[config.mk]
export PLATFORM = sky130hd
export DESIGN_NAME = cache_miss_ctrl
export DESIGN_NICKNAME = d
export VERILOG_FILES = /design/src/rtl/cache_miss_ctrl.sv
export SDC_FILE = /design/constraint.sdc
export NUM_CORES = 1
export LEC_CHECK = 0
export CELL_PAD_IN_SITES_DETAIL_PLACEMENT = 1
export CELL_PAD_IN_SITES_GLOBAL_PLACEMENT = 2
export CORE_ASPECT_RATIO = 0.9
export CORE_MARGIN = 10
export CORE_UTILIZATION = 17
export DETAILED_ROUTE_END_ITERATION = 10
export HOLD_SLACK_MARGIN = 0.05
export PLACE_DENSITY_LB_ADDON = 0.12
export SLEW_MARGIN = 20
export SYNTH_ARGS = -nofsm -noshare
export SYNTH_HDL_FRONTEND = slang
export SYNTH_SLANG_ARGS = --single-unit
[constraint.sdc]
create_clock -name clk -period 3.7 [get_ports clk]
set_input_delay 0.37 -clock clk [delete_from_list [all_inputs] [get_ports clk]]
set_output_delay 0.37 -clock clk [all_outputs]
set_load 0.05 [all_outputs]
[src/rtl/cache_miss_ctrl.sv]
// Per-set miss controller: serves hits combinationally and, on a miss, writes back
// the LRU way (if dirty) and refills it from memory word by word.
module cache_miss_ctrl #(
  parameter int TAG_WIDTH  = 24,
  parameter int SET_WIDTH  = 4,
  parameter int LINE_WIDTH = 4,
  parameter int WAYS       = 2
) (
  input  logic                      clk,
  input  logic                      reset,
  input  logic                      cpu_req,
  input  logic                      cpu_we,
  input  logic [31:0]               cpu_addr,
  input  logic [31:0]               cpu_wdata,
  output logic                      cpu_ready,
  output logic [31:0]               cpu_rdata,
  input  logic [WAYS-1:0]           way_hit,
  input  logic [WAYS-1:0]           way_dirty,
  input  logic [WAYS*TAG_WIDTH-1:0] way_tag,
  input  logic [WAYS*32-1:0]        way_tick,
  input  logic [WAYS*32-1:0]        way_out,
  output logic [WAYS-1:0]           line_en,
  output logic [TAG_WIDTH-1:0]      line_target,
  output logic [LINE_WIDTH-1:0]     line_index,
  output logic                      line_write_en,
  output logic                      line_set_dirty,
  output logic [TAG_WIDTH-1:0]      line_set_tag,
  output logic [31:0]               line_data,
  output logic                      line_tick_en,
  output logic [31:0]               line_set_tick,
  output logic                      mem_req,
  output logic                      mem_we,
  output logic [31:0]               mem_addr,
  output logic [31:0]               mem_wdata,
  input  logic [31:0]               mem_rdata,
  input  logic                      mem_ack
);

  localparam int KW = LINE_WIDTH - 2;
  localparam int VW = (WAYS > 1) ? $clog2(WAYS) : 1;

  typedef enum logic [1:0] {
    IDLE      = 2'd0,
    WRITEBACK = 2'd1,
    REFILL    = 2'd2
  } state_t;

  state_t                 state_r, state_nx_s;
  logic [KW-1:0]          k_r, k_nx_s;
  logic [VW-1:0]          victim_r, victim_nx_s;
  logic [TAG_WIDTH-1:0]   victim_tag_r, victim_tag_nx_s;
  logic [31:0]            tick_r, tick_nx_s;

  logic [TAG_WIDTH-1:0]   cpu_tag_s;
  logic [SET_WIDTH-1:0]   cpu_set_s;
  logic [WAYS-1:0]        hit_onehot_s;
  logic [WAYS-1:0]        victim_onehot_s;
  logic [31:0]            rdata_or_s;
  logic [31:0]            victim_out_s;
  logic [VW-1:0]          lru_way_s;
  logic [31:0]            lru_tick_s;
  logic                   last_word_s;
  logic                   unused_addr_s;

  assign cpu_tag_s       = cpu_addr[31 -: TAG_WIDTH];
  assign cpu_set_s       = cpu_addr[LINE_WIDTH +: SET_WIDTH];
  assign victim_onehot_s = WAYS'(1'b1) << victim_r;
  assign victim_out_s    = way_out[victim_r*32 +: 32];
  assign last_word_s     = (k_r == {KW{1'b1}});
  assign unused_addr_s   = ^cpu_addr[1:0];

  // Per-way reductions: lowest hitting way, OR of word outputs, LRU pick (ties to lowest index)
  always_comb begin
    hit_onehot_s = {WAYS{1'b0}};
    rdata_or_s   = 32'h0000_0000;
    lru_way_s    = {VW{1'b0}};
    lru_tick_s   = way_tick[31:0];
    for (int w = WAYS - 1; w >= 0; w--) begin
      hit_onehot_s = way_hit[w] ? (WAYS'(1'b1) << w) : hit_onehot_s;
    end
    for (int w = 0; w < WAYS; w++) begin
      rdata_or_s = rdata_or_s | way_out[w*32 +: 32];
    end
    for (int w = 1; w < WAYS; w++) begin
      lru_way_s  = (way_tick[w*32 +: 32] < lru_tick_s) ? VW'(w) : lru_way_s;
      lru_tick_s = (way_tick[w*32 +: 32] < lru_tick_s) ? way_tick[w*32 +: 32] : lru_tick_s;
    end
  end

  // Line addressing and memory request; kept independent of the way_* inputs
  always_comb begin
    line_target = cpu_tag_s;
    line_index  = {cpu_addr[LINE_WIDTH-1:2], 2'b00};
    mem_req     = 1'b0;
    mem_we      = 1'b0;
    mem_addr    = 32'h0000_0000;
    if (reset) begin
      mem_req = 1'b0;
    end else begin
      case (state_r)
        IDLE: begin
          mem_req = 1'b0;
        end
        WRITEBACK: begin
          line_target = victim_tag_r;
          line_index  = {k_r, 2'b00};
          mem_req     = 1'b1;
          mem_we      = 1'b1;
          mem_addr    = {victim_tag_r, cpu_set_s, k_r, 2'b00};
        end
        REFILL: begin
          // the first refill write retags the line, so later words look it up by the new tag
          line_target = (k_r == {KW{1'b0}}) ? victim_tag_r : cpu_tag_s;
          line_index  = {k_r, 2'b00};
          mem_req     = 1'b1;
          mem_addr    = {cpu_tag_s, cpu_set_s, k_r, 2'b00};
        end
        default: begin
          mem_req = 1'b0;
        end
      endcase
    end
  end

  // Next-state logic, line strobes and CPU response
  always_comb begin
    state_nx_s      = state_r;
    k_nx_s          = k_r;
    victim_nx_s     = victim_r;
    victim_tag_nx_s = victim_tag_r;
    tick_nx_s       = tick_r;
    cpu_ready       = 1'b0;
    cpu_rdata       = 32'h0000_0000;
    line_en         = {WAYS{1'b0}};
    line_write_en   = 1'b0;
    line_set_dirty  = 1'b0;
    line_set_tag    = {TAG_WIDTH{1'b0}};
    line_data       = 32'h0000_0000;
    line_tick_en    = 1'b0;
    line_set_tick   = 32'h0000_0000;
    mem_wdata       = 32'h0000_0000;
    if (reset) begin
      state_nx_s = IDLE;
    end else begin
      case (state_r)
        IDLE: begin
          if (cpu_req && (|way_hit)) begin
            cpu_ready     = 1'b1;
            line_en       = hit_onehot_s;
            line_tick_en  = 1'b1;
            line_set_tick = tick_r;
            tick_nx_s     = tick_r + 32'd1;
            if (cpu_we) begin
              line_write_en  = 1'b1;
              line_set_dirty = 1'b1;
              line_set_tag   = cpu_tag_s;
              line_data      = cpu_wdata;
            end else begin
              cpu_rdata = rdata_or_s;
            end
          end else if (cpu_req) begin
            victim_nx_s     = lru_way_s;
            victim_tag_nx_s = way_tag[lru_way_s*TAG_WIDTH +: TAG_WIDTH];
            k_nx_s          = {KW{1'b0}};
            state_nx_s      = way_dirty[lru_way_s] ? WRITEBACK : REFILL;
          end else begin
            state_nx_s = IDLE;
          end
        end
        WRITEBACK: begin
          line_en   = victim_onehot_s;
          mem_wdata = victim_out_s;
          if (mem_ack && last_word_s) begin
            k_nx_s     = {KW{1'b0}};
            state_nx_s = REFILL;
          end else if (mem_ack) begin
            k_nx_s = k_r + KW'(1'b1);
          end else begin
            k_nx_s = k_r;
          end
        end
        REFILL: begin
          line_en = victim_onehot_s;
          if (mem_ack) begin
            line_write_en  = 1'b1;
            line_set_dirty = 1'b0;
            line_set_tag   = cpu_tag_s;
            line_data      = mem_rdata;
            k_nx_s         = last_word_s ? {KW{1'b0}} : (k_r + KW'(1'b1));
            state_nx_s     = last_word_s ? IDLE : REFILL;
          end else begin
            k_nx_s = k_r;
          end
        end
        default: begin
          state_nx_s = IDLE;
        end
      endcase
    end
  end

  // State registers with synchronous reset
  always_ff @(posedge clk) begin
    if (reset) begin
      state_r      <= IDLE;
      k_r          <= {KW{1'b0}};
      victim_r     <= {VW{1'b0}};
      victim_tag_r <= {TAG_WIDTH{1'b0}};
      tick_r       <= 32'h0000_0000;
    end else begin
      state_r      <= state_nx_s;
      k_r          <= k_nx_s;
      victim_r     <= victim_nx_s;
      victim_tag_r <= victim_tag_nx_s;
      tick_r       <= tick_nx_s;
    end
  end

endmodule

==> out/results.txt <==
status - finished, final reports clean
asr flop ratio synth - 0%
post-CTS setup buffer count - 0
largest family of logic cells by synthesized area - simple AND/OR/NAND/NOR gates
die width - 219 um
Core Region - 35200 um2
initial antenna violation count - 10
Synth Area in Adders - 7.82%
Peak VDD IR - 0.000169 V
setup clock skew after layout - 5.87 ps
worst hold path type - reg -> reg
vias in the first global route - 8356
dpl cell area - 13300 um2
Via density - 4.49
Area contributors post-synth - dfxtp_1, nor2_1, ha_1
Slew @ Worst Pin - 968 ps
Yosys cell types - 55
kind of end point of the critical path - output pin
complex-gate fraction of the synthesized area - 25.4%
Max-Slew Margin vs Limit - 35.4%
DRT antenna net count - 0
Post-synth EDFFs - 0
Die ar. - 43800 um2
Max Transition Viols Final - 0
Data arrival, critical path - 2850 ps
IO Port Bufs - 494
1st-iter DRT viols - 243
Max Buffers Root-to-Sink - 2
clock root cell - clkbuf_16
DR WL/cell - 23.5 um
Synth Area in Simple Gates - 27.2%
routability cong. - 0.755
Post-Syn Area per Cell - 7.42 um2
number of placed I/O pins - 501
synthesized area - 6080 um2
Final setup viols - 0
most common cell in the netlist - nor2_1
Clk Latency, worst-skew pair - 340 ps
pwr/cell area - 206 nW/um2
final setup margin - 483 ps
pin count of the biggest net entering global routing - 35
final hold vios - 0
layout cells sized above 1 - 18.9%
H-tree levels - 3
crit path time final - 3220 ps
pre-CTS setup slack - 642 ps
number of core rows - 65
Clock Pin Slew Worst Setup and Hold Paths - 60 ps
All-Layer GR Usage - 18.0%
via count - 7911
sequential area share after synthesis - 20.1%
Initial Util - 17.3%
top post-synthesis cells by count - nor2_1, and2_1, dfxtp_1
post-synthesis mux area share - 5.62%
Syn Inst Count - 820
RSZ-0062 raised after global routing - false
number of synthesized register bits - 61
cell taking the most area after synthesis - dfxtp_1
WP data required - 3330 ps
Achievable Freq - 0.311 GHz
Min Hold Slack - 505 ps
Max Cap Viol - 0
clk sinks - 61
Worst Path Max Fanout - 25
fillers - 3990
Leakage - 5.28 nW
YS warnings - 0
post-route design area - 13600 um2
P&R area growth vs syn - 123%
nets - 1598
Synth Area in XOR/XNOR - 4.46%
hold buffer count at cts - 0
post-CTS sizing - 0
Synth top area share - 20.1%
Tcrit/Tclk final - 87.0%
first-pass GRT wire length - 58700 um
Power Total - 2.79 mW
die height - 199 um
first-pass iteration count of the detailed router - 4
Final HPWL DP - 35400 um
CTS tree - done
CTS Buf Count - 9
drt drc - 0
CP Launch Type - register
crit path kind - reg -> out
Overflow after GRT - 0
final WL - 41300 um
Post-Route Setup TNS - 0 ps
main flop type after synthesis - dfxtp_1
## cell type report
| type | count | area (um2) | area share [%] |
|---|---|---|---|
| Clock buffer | 12 | 246 | 1.81 |
| Timing Repair Buffer | 521 | 6970 | 51.3 |
| Antenna cell | 7 | 17.5 | 0.129 |
| Multi-Input combinational cell | 644 | 4340 | 31.9 |
| Tap cell | 469 | 587 | 4.32 |
| Clock inverter | 4 | 47.5 | 0.350 |
| Inverter | 42 | 158 | 1.16 |
| Sequential cell | 61 | 1220 | 9.00 |
## layout by cell type, fill, tap and decap left out, types with 2 or more instances in the layout
cell type        count
clkdlybuf4s50_1    304
clkbuf_16            9
conb_1               4
diode_2              7
nand3_1             15
nand2b_1             4
clkinv_2             2
a22oi_1             56
a21oi_1             17
and2_1              65
dfxtp_1             60
clkbuf_1             2
nand4_1             18
a21o_1               4
nor4_1              25
and4_1               5
o21ai_0              9
and3_1               6
nand2_1             15
o21a_1              35
xor2_1              28
ha_1                38
nor2_1             154
nor2b_2              2
nor3_1              10
a211oi_1            24
or3_1                2
buf_4               32
o21bai_1            25
xnor2_1              3
buf_12             184
inv_1               42
nand4b_1             2
a22o_1              24
mux2i_1             33
## worst max-delay path, cell delays in order (launching register included)
cell	delay, ps
dfxtp_1	360
inv_1	90
ha_1	430
o21bai_2	860
nor2_1	120
buf_4	250
and2_1	220
buf_12	150
## kinds of logic after synthesis
group	after synthesis
buffers and inverters	118
other	1
AOI/OAI and AO/OA	206
DFF	61
adders and majority gates	38
xor gates and xnor gates	31
muxes	34
and+or+nand+nor	331
## state kept, by name (all words and copies together) (netlist names)
register	flops
tick_r	32
victim_r	1
k_r	2
victim_tag_r	24
state_r	2
## final timing paths
check | startpoint | to | slack [ps] | depth (start not counted)
setup / recovery | state_r[0]$_SDFFE_PP0P_ | line_set_tag[11] | 480 | 7
hold / removal | k_r[1]$_SDFFE_PP0P_ | k_r[1]$_SDFFE_PP0P_ | 510 | 2
setup reg to reg | state_r[0]$_SDFFE_PP0P_ | tick_r[15]$_SDFFE_PP0P_ | 1020 | 9
hold reg to reg | k_r[1]$_SDFFE_PP0P_ | k_r[1]$_SDFFE_PP0P_ | 510 | 2
## through the flow
stage / util (%) / std cells
finish: 38.6 / 1760
global route: 38.6 / 1756
CTS: 38.5 / 1753
global placement: 37.7 / 1737
detailed placement: 37.7 / 1737
floorplan: - / 823
## where the power goes
part | internal (mW) | switching, mW | leakage (nW) | total [mW]
Clock | 0.538 | 0.328 | 0.143 | 0.866
Sequential | 0.677 | 0.0224 | 0.495 | 0.699
Combinational | 0.626 | 0.602 | 4.64 | 1.23
Total | 1.84 | 0.952 | 5.28 | 2.79
## routing by layer
layer  up-vias  part of all wire [%]  GRT usage, %
met5         -                  0.15             0
met4        10                  0.67          3.34
met3        24                    12          8.72
met2       320                    51          33.0
met1      3727                    37          18.2
li1       3830                     -             -
Power figures use the tool's default switching activity.
